$ cat src/rtl/pdm_mic_rx_if.sv
// Output sample stream of the PDM microphone receiver.
// The producer presents a show-ahead head word and the consumer accepts it
// with ready while valid is high.
interface pdm_mic_rx_if #(
    parameter int OUT_W = 16
);
    logic [OUT_W-1:0] dout;
    logic             dout_ch;
    logic             valid;
    logic             ready;

    modport master (
        output dout,
        output dout_ch,
        output valid,
        input  ready
    );

    modport slave (
        input  dout,
        input  dout_ch,
        input  valid,
        output ready
    );
endinterface

$ cat src/rtl/pdm_mic_rx.sv
// PDM microphone receiver.
// Derives the microphone clock from clk and samples left (end of the high
// phase) and optionally right (end of the low phase) PDM bits. Each channel
// is decimated by a boxcar ones-count into a signed word, which is queued
// in a small show-ahead FIFO with a sticky overflow flag.
module pdm_mic_rx #(
    parameter int CLK_DIV    = 50,
    parameter int DECIM      = 64,
    parameter int OUT_W      = 16,
    parameter int STEREO     = 0,
    parameter int FIFO_DEPTH = 4
) (
    input  logic          clk,
    input  logic          reset,
    input  logic          enable,
    output logic          mclk,
    output logic          micLRSel,
    input  logic          micData,
    output logic          overflow,
    input  logic          clear_ovf,
    pdm_mic_rx_if.master  out_if
);
    localparam int CW = $clog2(CLK_DIV);
    localparam int DW = $clog2(DECIM);
    localparam int PW = $clog2(FIFO_DEPTH);

    localparam logic [CW-1:0] CNT_LAST      = CW'(CLK_DIV - 1);
    localparam logic [CW-1:0] CNT_HALF      = CW'(CLK_DIV / 2);
    localparam logic [CW-1:0] CNT_HALF_LAST = CW'(CLK_DIV / 2 - 1);
    localparam logic [DW-1:0] BIT_LAST      = DW'(DECIM - 1);
    localparam logic [DW:0]   HALF_DECIM    = (DW + 1)'(DECIM / 2);
    localparam logic [PW:0]   DEPTH_C       = (PW + 1)'(FIFO_DEPTH);

    // Widen a (DW+1)-bit two's complement result to the output width.
    function automatic logic [OUT_W-1:0] sign_ext(input logic [DW:0] v);
        logic [OUT_W-1:0] r;
        for (int i = 0; i < OUT_W; i++) begin
            r[i] = (i <= DW) ? v[i] : v[DW];
        end
        return r;
    endfunction

    // Divider state
    logic [CW-1:0]  cnt_r;
    logic [CW-1:0]  cnt_next_s;
    logic           mclk_r;
    logic           mclk_next_s;
    logic [1:0]     samp_s;

    // Per-channel decimator state (index 0 = L, 1 = R)
    logic [DW-1:0]  bitcnt_r [2];
    logic [DW:0]    acc_r    [2];
    logic [DW:0]    ones_s   [2];
    logic [DW:0]    res_s    [2];
    logic [1:0]     done_s;

    // Push request towards the FIFO
    logic           push_s;
    logic [OUT_W:0] push_entry_s;

    // FIFO state
    logic [OUT_W:0] mem_r [FIFO_DEPTH];
    logic [PW-1:0]  wptr_r;
    logic [PW-1:0]  rptr_r;
    logic [PW-1:0]  rptr_next_s;
    logic [PW:0]    count_r;
    logic [PW:0]    count_next_s;
    logic [PW:0]    remain_s;
    logic           full_s;
    logic           pop_s;
    logic           wr_s;
    logic           drop_s;
    logic [OUT_W:0] head_next_s;
    logic           valid_next_s;
    logic [OUT_W-1:0] dout_r;
    logic           dout_ch_r;
    logic           valid_r;
    logic           ovf_r;
    logic           ovf_next_s;

    // Divider next state and the two sample strobes.
    always_comb begin
        cnt_next_s = {CW{1'b0}};
        if (!enable) begin
            cnt_next_s = {CW{1'b0}};
        end else if (cnt_r == CNT_LAST) begin
            cnt_next_s = {CW{1'b0}};
        end else begin
            cnt_next_s = cnt_r + CW'(1);
        end
        mclk_next_s = enable && (cnt_next_s < CNT_HALF);
        samp_s[0]   = enable && (cnt_r == CNT_HALF_LAST);
        samp_s[1]   = (STEREO != 0) && enable && (cnt_r == CNT_LAST);
    end

    // Divider counter and registered microphone clock.
    always_ff @(posedge clk or negedge reset) begin
        if (!reset) begin
            cnt_r  <= {CW{1'b0}};
            mclk_r <= 1'b0;
        end else begin
            cnt_r  <= cnt_next_s;
            mclk_r <= mclk_next_s;
        end
    end

    // Ones total including the current bit, and end-of-window detection.
    always_comb begin
        for (int ch = 0; ch < 2; ch++) begin
            ones_s[ch] = acc_r[ch] + (DW + 1)'(micData);
            res_s[ch]  = ones_s[ch] - HALF_DECIM;
            done_s[ch] = samp_s[ch] && (bitcnt_r[ch] == BIT_LAST);
        end
    end

    // Per-channel bit counter and accumulator; a finished window restarts at 0.
    always_ff @(posedge clk or negedge reset) begin
        if (!reset) begin
            for (int ch = 0; ch < 2; ch++) begin
                bitcnt_r[ch] <= {DW{1'b0}};
                acc_r[ch]    <= {(DW + 1){1'b0}};
            end
        end else begin
            for (int ch = 0; ch < 2; ch++) begin
                if (!enable || done_s[ch]) begin
                    bitcnt_r[ch] <= {DW{1'b0}};
                    acc_r[ch]    <= {(DW + 1){1'b0}};
                end else if (samp_s[ch]) begin
                    bitcnt_r[ch] <= bitcnt_r[ch] + DW'(1);
                    acc_r[ch]    <= ones_s[ch];
                end else begin
                    bitcnt_r[ch] <= bitcnt_r[ch];
                    acc_r[ch]    <= acc_r[ch];
                end
            end
        end
    end

    // Select the finished channel word; L and R never finish together.
    always_comb begin
        push_s = done_s[0] || done_s[1];
        if (done_s[1]) begin
            push_entry_s = {1'b1, sign_ext(res_s[1])};
        end else begin
            push_entry_s = {1'b0, sign_ext(res_s[0])};
        end
    end

    // FIFO bookkeeping, registered head prediction and overflow update.
    always_comb begin
        full_s       = (count_r == DEPTH_C);
        pop_s        = valid_r && out_if.ready;
        wr_s         = push_s && (!full_s || pop_s);
        drop_s       = push_s && full_s && !pop_s;
        count_next_s = count_r + (PW + 1)'(wr_s) - (PW + 1)'(pop_s);
        remain_s     = count_r - (PW + 1)'(pop_s);
        rptr_next_s  = pop_s ? (rptr_r + PW'(1)) : rptr_r;
        valid_next_s = (count_next_s != {(PW + 1){1'b0}});
        head_next_s  = {dout_ch_r, dout_r};
        if (remain_s == {(PW + 1){1'b0}}) begin
            if (wr_s) begin
                head_next_s = push_entry_s;
            end else begin
                head_next_s = {dout_ch_r, dout_r};
            end
        end else begin
            head_next_s = mem_r[rptr_next_s];
        end
        if (drop_s) begin
            ovf_next_s = 1'b1;
        end else if (clear_ovf) begin
            ovf_next_s = 1'b0;
        end else begin
            ovf_next_s = ovf_r;
        end
    end

    // FIFO storage, pointers and registered head/valid/overflow outputs.
    always_ff @(posedge clk or negedge reset) begin
        if (!reset) begin
            for (int i = 0; i < FIFO_DEPTH; i++) begin
                mem_r[i] <= {(OUT_W + 1){1'b0}};
            end
            wptr_r    <= {PW{1'b0}};
            rptr_r    <= {PW{1'b0}};
            count_r   <= {(PW + 1){1'b0}};
            dout_r    <= {OUT_W{1'b0}};
            dout_ch_r <= 1'b0;
            valid_r   <= 1'b0;
            ovf_r     <= 1'b0;
        end else begin
            if (wr_s) begin
                mem_r[wptr_r] <= push_entry_s;
                wptr_r        <= wptr_r + PW'(1);
            end else begin
                wptr_r        <= wptr_r;
            end
            rptr_r    <= rptr_next_s;
            count_r   <= count_next_s;
            dout_ch_r <= head_next_s[OUT_W];
            dout_r    <= head_next_s[OUT_W-1:0];
            valid_r   <= valid_next_s;
            ovf_r     <= ovf_next_s;
        end
    end

    assign mclk           = mclk_r;
    assign micLRSel       = 1'b0;
    assign overflow       = ovf_r;
    assign out_if.dout    = dout_r;
    assign out_if.dout_ch = dout_ch_r;
    assign out_if.valid   = valid_r;
endmodule

$ cat src/flat_wrapper.sv
// flat-port wrapper written by rule: the top's interface ports become plain ports
module pdm_mic_rx_flat 
#(
    parameter int CLK_DIV    = 50,
    parameter int DECIM      = 64,
    parameter int OUT_W      = 16,
    parameter int STEREO     = 0,
    parameter int FIFO_DEPTH = 4
)
  (clk, reset, enable, mclk, micLRSel, micData, overflow, clear_ovf, out_if_dout, out_if_dout_ch, out_if_valid, out_if_ready);
  pdm_mic_rx_if #(.OUT_W(OUT_W)) out_if_i ();
  input  logic clk;
  input  logic reset;
  input  logic enable;
  output logic mclk;
  output logic micLRSel;
  input  logic micData;
  output logic overflow;
  input  logic clear_ovf;
  output wire logic [$bits(out_if_i.dout)-1:0] out_if_dout;
  output wire logic [$bits(out_if_i.dout_ch)-1:0] out_if_dout_ch;
  output wire logic [$bits(out_if_i.valid)-1:0] out_if_valid;
  input wire logic [$bits(out_if_i.ready)-1:0] out_if_ready;
  assign out_if_dout = out_if_i.dout;
  assign out_if_dout_ch = out_if_i.dout_ch;
  assign out_if_valid = out_if_i.valid;
  assign out_if_i.ready = out_if_ready;
  pdm_mic_rx #(.CLK_DIV(CLK_DIV), .DECIM(DECIM), .OUT_W(OUT_W), .STEREO(STEREO), .FIFO_DEPTH(FIFO_DEPTH)) u_core (.clk(clk), .reset(reset), .enable(enable), .mclk(mclk), .micLRSel(micLRSel), .micData(micData), .overflow(overflow), .clear_ovf(clear_ovf), .out_if(out_if_i));
endmodule
$ cat config.mk
export PLATFORM = sky130hd
export DESIGN_NAME = pdm_mic_rx_flat
export DESIGN_NICKNAME = d
export VERILOG_FILES = /design/src/rtl/pdm_mic_rx_if.sv /design/src/rtl/pdm_mic_rx.sv /design/src/flat_wrapper.sv
export SDC_FILE = /design/constraint.sdc
export NUM_CORES = 1
export LEC_CHECK = 0
export ABC_CLOCK_PERIOD_IN_PS = 3800
export BUFFER_PORTS_ARGS = -buffer_cell sky130_fd_sc_hd__buf_2
export CAP_MARGIN = 5
export CORE_MARGIN = 1.5
export CORE_UTILIZATION = 60
export CTS_BUF_LIST = sky130_fd_sc_hd__clkbuf_8 sky130_fd_sc_hd__clkbuf_16
export CTS_CLUSTER_SIZE = 12
export DETAILED_ROUTE_END_ITERATION = 8
export HOLD_SLACK_MARGIN = 0.1
export PLACE_DENSITY = 0.78
export SETUP_SLACK_MARGIN = 0.3
export SLEW_MARGIN = 0
export SYNTH_ARGS = -nofsm -noshare
export SYNTH_HDL_FRONTEND = slang
export SYNTH_SLANG_ARGS = --single-unit
$ cat constraint.sdc
create_clock -name clk -period 3.8 [get_ports clk]
set_input_delay 0.76 -clock clk [delete_from_list [all_inputs] [get_ports clk]]
set_output_delay 0.76 -clock clk [all_outputs]
set_load 0.01 [all_outputs]
==> out/qor.csv <==
stage;metric;value;unit
status;outcome;completed;
yosys;synth_flop_cell;dfrtp_1;
timing;worst_hold_slack;0.459;ns
die;die_y;78.0;um
placed_design;place_inst;354;
yosys;synth_cells;272;
power_and_ir_drop;peakVddDrop;0.000322;V
yosys;async_flop_share;100;%
yosys;yosysSeqAreaShare;47.4;%
timing;period_minus_slack;2.87;ns
finish;final-instance-count-excl-fill;370;
timing;setup_viol;0;
setup_path;crit_chain;inv_1, ha_1, nand4b_4, nor4_4, nand2_4, inv_6, ha_1, inv_1, fa_1, xnor2_1, xnor2_1, or3_1;
cts;cts_root_buf;clkbuf_8;
routing;drtPass1Iterations;4;
setup_path;cp.required;4.01;ns
global_routing;grt_pass1_wl;9800;um
cts;cts_hold_buf;0;
global_routing;grt_overflow;0;
die;fp.coreArea;5470;sq um
timing;drv_slew;0;
setup_path;worst-endpoint-arrival;3.08;ns
routing;drt-initial-drc-count;116;
yosys;syn_area;3380;sq um
setup_path;worstSetupPathType;register to register;
cts;clk_latency;0.33;ns
setup_path;r2r_cells;12;
setup_path;crit_fanout;12;
yosys;syn-mean-instance-area;12.4;sq um
timing;tns;0;ns
placed_design;numPortBuffers;24;
setup_path;crit_path_top_delay_cell;dfrtp_1;
finish;drive_above_1_share;26.5;%
timing;max_slew_margin;39.5;%
routing;drt-total-wl;5840;um
yosys;synth_edf_count;0;
finish;antenna_cells;0;
cts;cts_buffers;9;
routing;drcViolationCount;0;
timing;tightestPinTransition;0.904;ns
cts;cts_max_level;3;
routing;ant_nets;0;
cts;cts.clk_slew.worst_paths;0.07;ns
setup_path;start_kind;register;
die;die_w;78.0;um
setup_path;crit_path_end_kind;register;
worst_hold_path;hold_path.class;primary input to async pin;
die;fp.dieArea;6090;sq um
timing;rsz0062_at_grt;no;
routing;routedWlPerCell;15.8;um
cts;cts_resized;0;
power_and_ir_drop;pwr_density_cell;469;nW/um^2
yosys;ys_ff_latch;64;
yosys;ys_warn_count;0;
placed_design;dp_hpwl;4110;um
power_and_ir_drop;leakagePower;1.90;nW
cts;clock_path_buffers;2;
global_routing;grt_pass1_vias;2021;
global_routing;grt_max_degree;31;
global_routing;grt_usage;21.5;%
setup_path;critPathMaxStageDelay;0.43;ns
placed_design;gp_congestion;0.842;
timing;max_freq;348;MHz
cts;post_cts_buffers;0;
die;io_pins;27;
timing;finClkSkew;0.00856;ns
timing;post-route-period-util;75.6;%
job;cap_violations;0;
finish;area_delta_synth_final;9.45;%
routing;viasPerCell;5.36;
yosys;ys_types;42;
global_routing;antenna_found_initial;0;
routing;vias;1984;
cts;cts_sinks;64;
cts;cts_tree;yes;
die;rows;27;
die;initial_core_util;61.7;%
timing;hold_violations;0;
finish;layout.nets;314;
[power by group]
group / leakage (nW) / switching [mW] / internal, mW
logic: 0.927 / 0.193 / 0.135
registers: 0.863 / 0.0453 / 0.720
clock network: 0.112 / 0.258 / 0.384
total: 1.90 / 0.496 / 1.24
[stage by stage]
step / cell area [sq um] / util (%) / setup WS [ns] / power (mW)
after detailed placement: 3480 / 63.5 / 0.802 / 1.10
after floorplan: 3380 / - / 1.05 / 1.04
final: 3700 / 67.5 / 0.927 / 1.73
after global placement: 3480 / 63.5 / 0.873 / 1.09
after CTS: 3700 / 67.5 / 0.916 / 1.75
after global routing: 3700 / 67.5 / 0.746 / 1.82
[worst max-delay path: cells and delay by family (launching register included)]
kind	cells	cell delay, ns
buffers and inverters	3	0.31
xor gates and xnor gates	2	0.35
DFF	1	0.43
and+or+nand+nor	4	0.91
adders and majority gates	3	0.75
[per-layer routing]
metal,vias up,part of all wire (%),track usage [%]
met1,987,48,28.6
met5,-,0,0
met2,35,48,34.1
li1,954,-,-
met3,8,3.0,4.65
met4,0,1.3,9.11
[cell usage after synthesis, types with 3 or more instances]
cell type  count  area, sq um
mux4_1         6          158
dfrtp_1       64         1600
mux2_2        14          158
ha_1          14          175
nand2_1       19         71.3
xor2_1        15          131
buf_4         12         90.1
inv_1         16         60.1
nor3_1         3         15.0
nand3_1        6         30.0
o21ai_0        9         45.0
xnor2_1       10         87.6
mux2_4        12          180
nor2_1        22         82.6
or3_1          3         18.8
nand4_1        3         18.8
mux2i_1       13          130
[sequential cells by signal, indices dropped and copies added, names as in the netlist]
register / cells
u_core.mem_r: 28
u_core.acc_r: 7
u_core.out_if.dout: 7
u_core.bitcnt_r: 6
u_core.cnt_r: 6
u_core.count_r: 3
u_core.rptr_r: 2
u_core.wptr_r: 2
u_core.mclk: 1
u_core.out_if.valid: 1
u_core.overflow: 1
[logic make-up (layout without fill, tap and decap cells)]
family	Yosys count	after routing	share of synthesized area (%)
adders and majority gates	15	15	5.78
DFF	64	64	47.4
other	1	2	0.111
xor gates and xnor gates	25	25	6.48
muxes	48	48	19.9
AOI/OAI and AO/OA	16	16	2.85
buffers and inverters	35	60	6.11
and+or+nand+nor	68	68	11.4
[cell usage in the layout, fill, tap and decap left out, types with 12 or more instances in the layout]
cell	n
dfrtp_1	64
xor2_1	15
nand2_1	19
mux2_2	14
nor2_1	22
buf_2	24
ha_1	14
mux2_4	12
inv_1	16
mux2i_1	13
[final timing paths]
check	startpoint	endpoint	slack [ns]
max	u_core.cnt_r[0]	u_core.out_if.valid	0.93
min	reset	u_core.mem_r[2]	0.46
max reg2reg	u_core.cnt_r[0]	u_core.out_if.valid	0.93
min reg2reg	u_core.mem_r[39]	u_core.mem_r[39]	0.50
max in group asynchronous	reset	u_core.mem_r[51]	2.62
min in group clk	u_core.mem_r[39]	u_core.mem_r[39]	0.50
[cell type report]
| cell class | count | area [sq um] |
|---|---|---|
| repair buffers | 27 | 143 |
| flip-flops and latches | 64 | 1600 |
| clock inverters | 6 | 82.6 |
| clock buffers | 10 | 138 |
| fillers | 393 | 1780 |
| well taps | 72 | 90.1 |
| inverters | 17 | 68.8 |
| multi-input cells | 174 | 1570 |
Note: power is estimated with default switching activity, not from simulation.
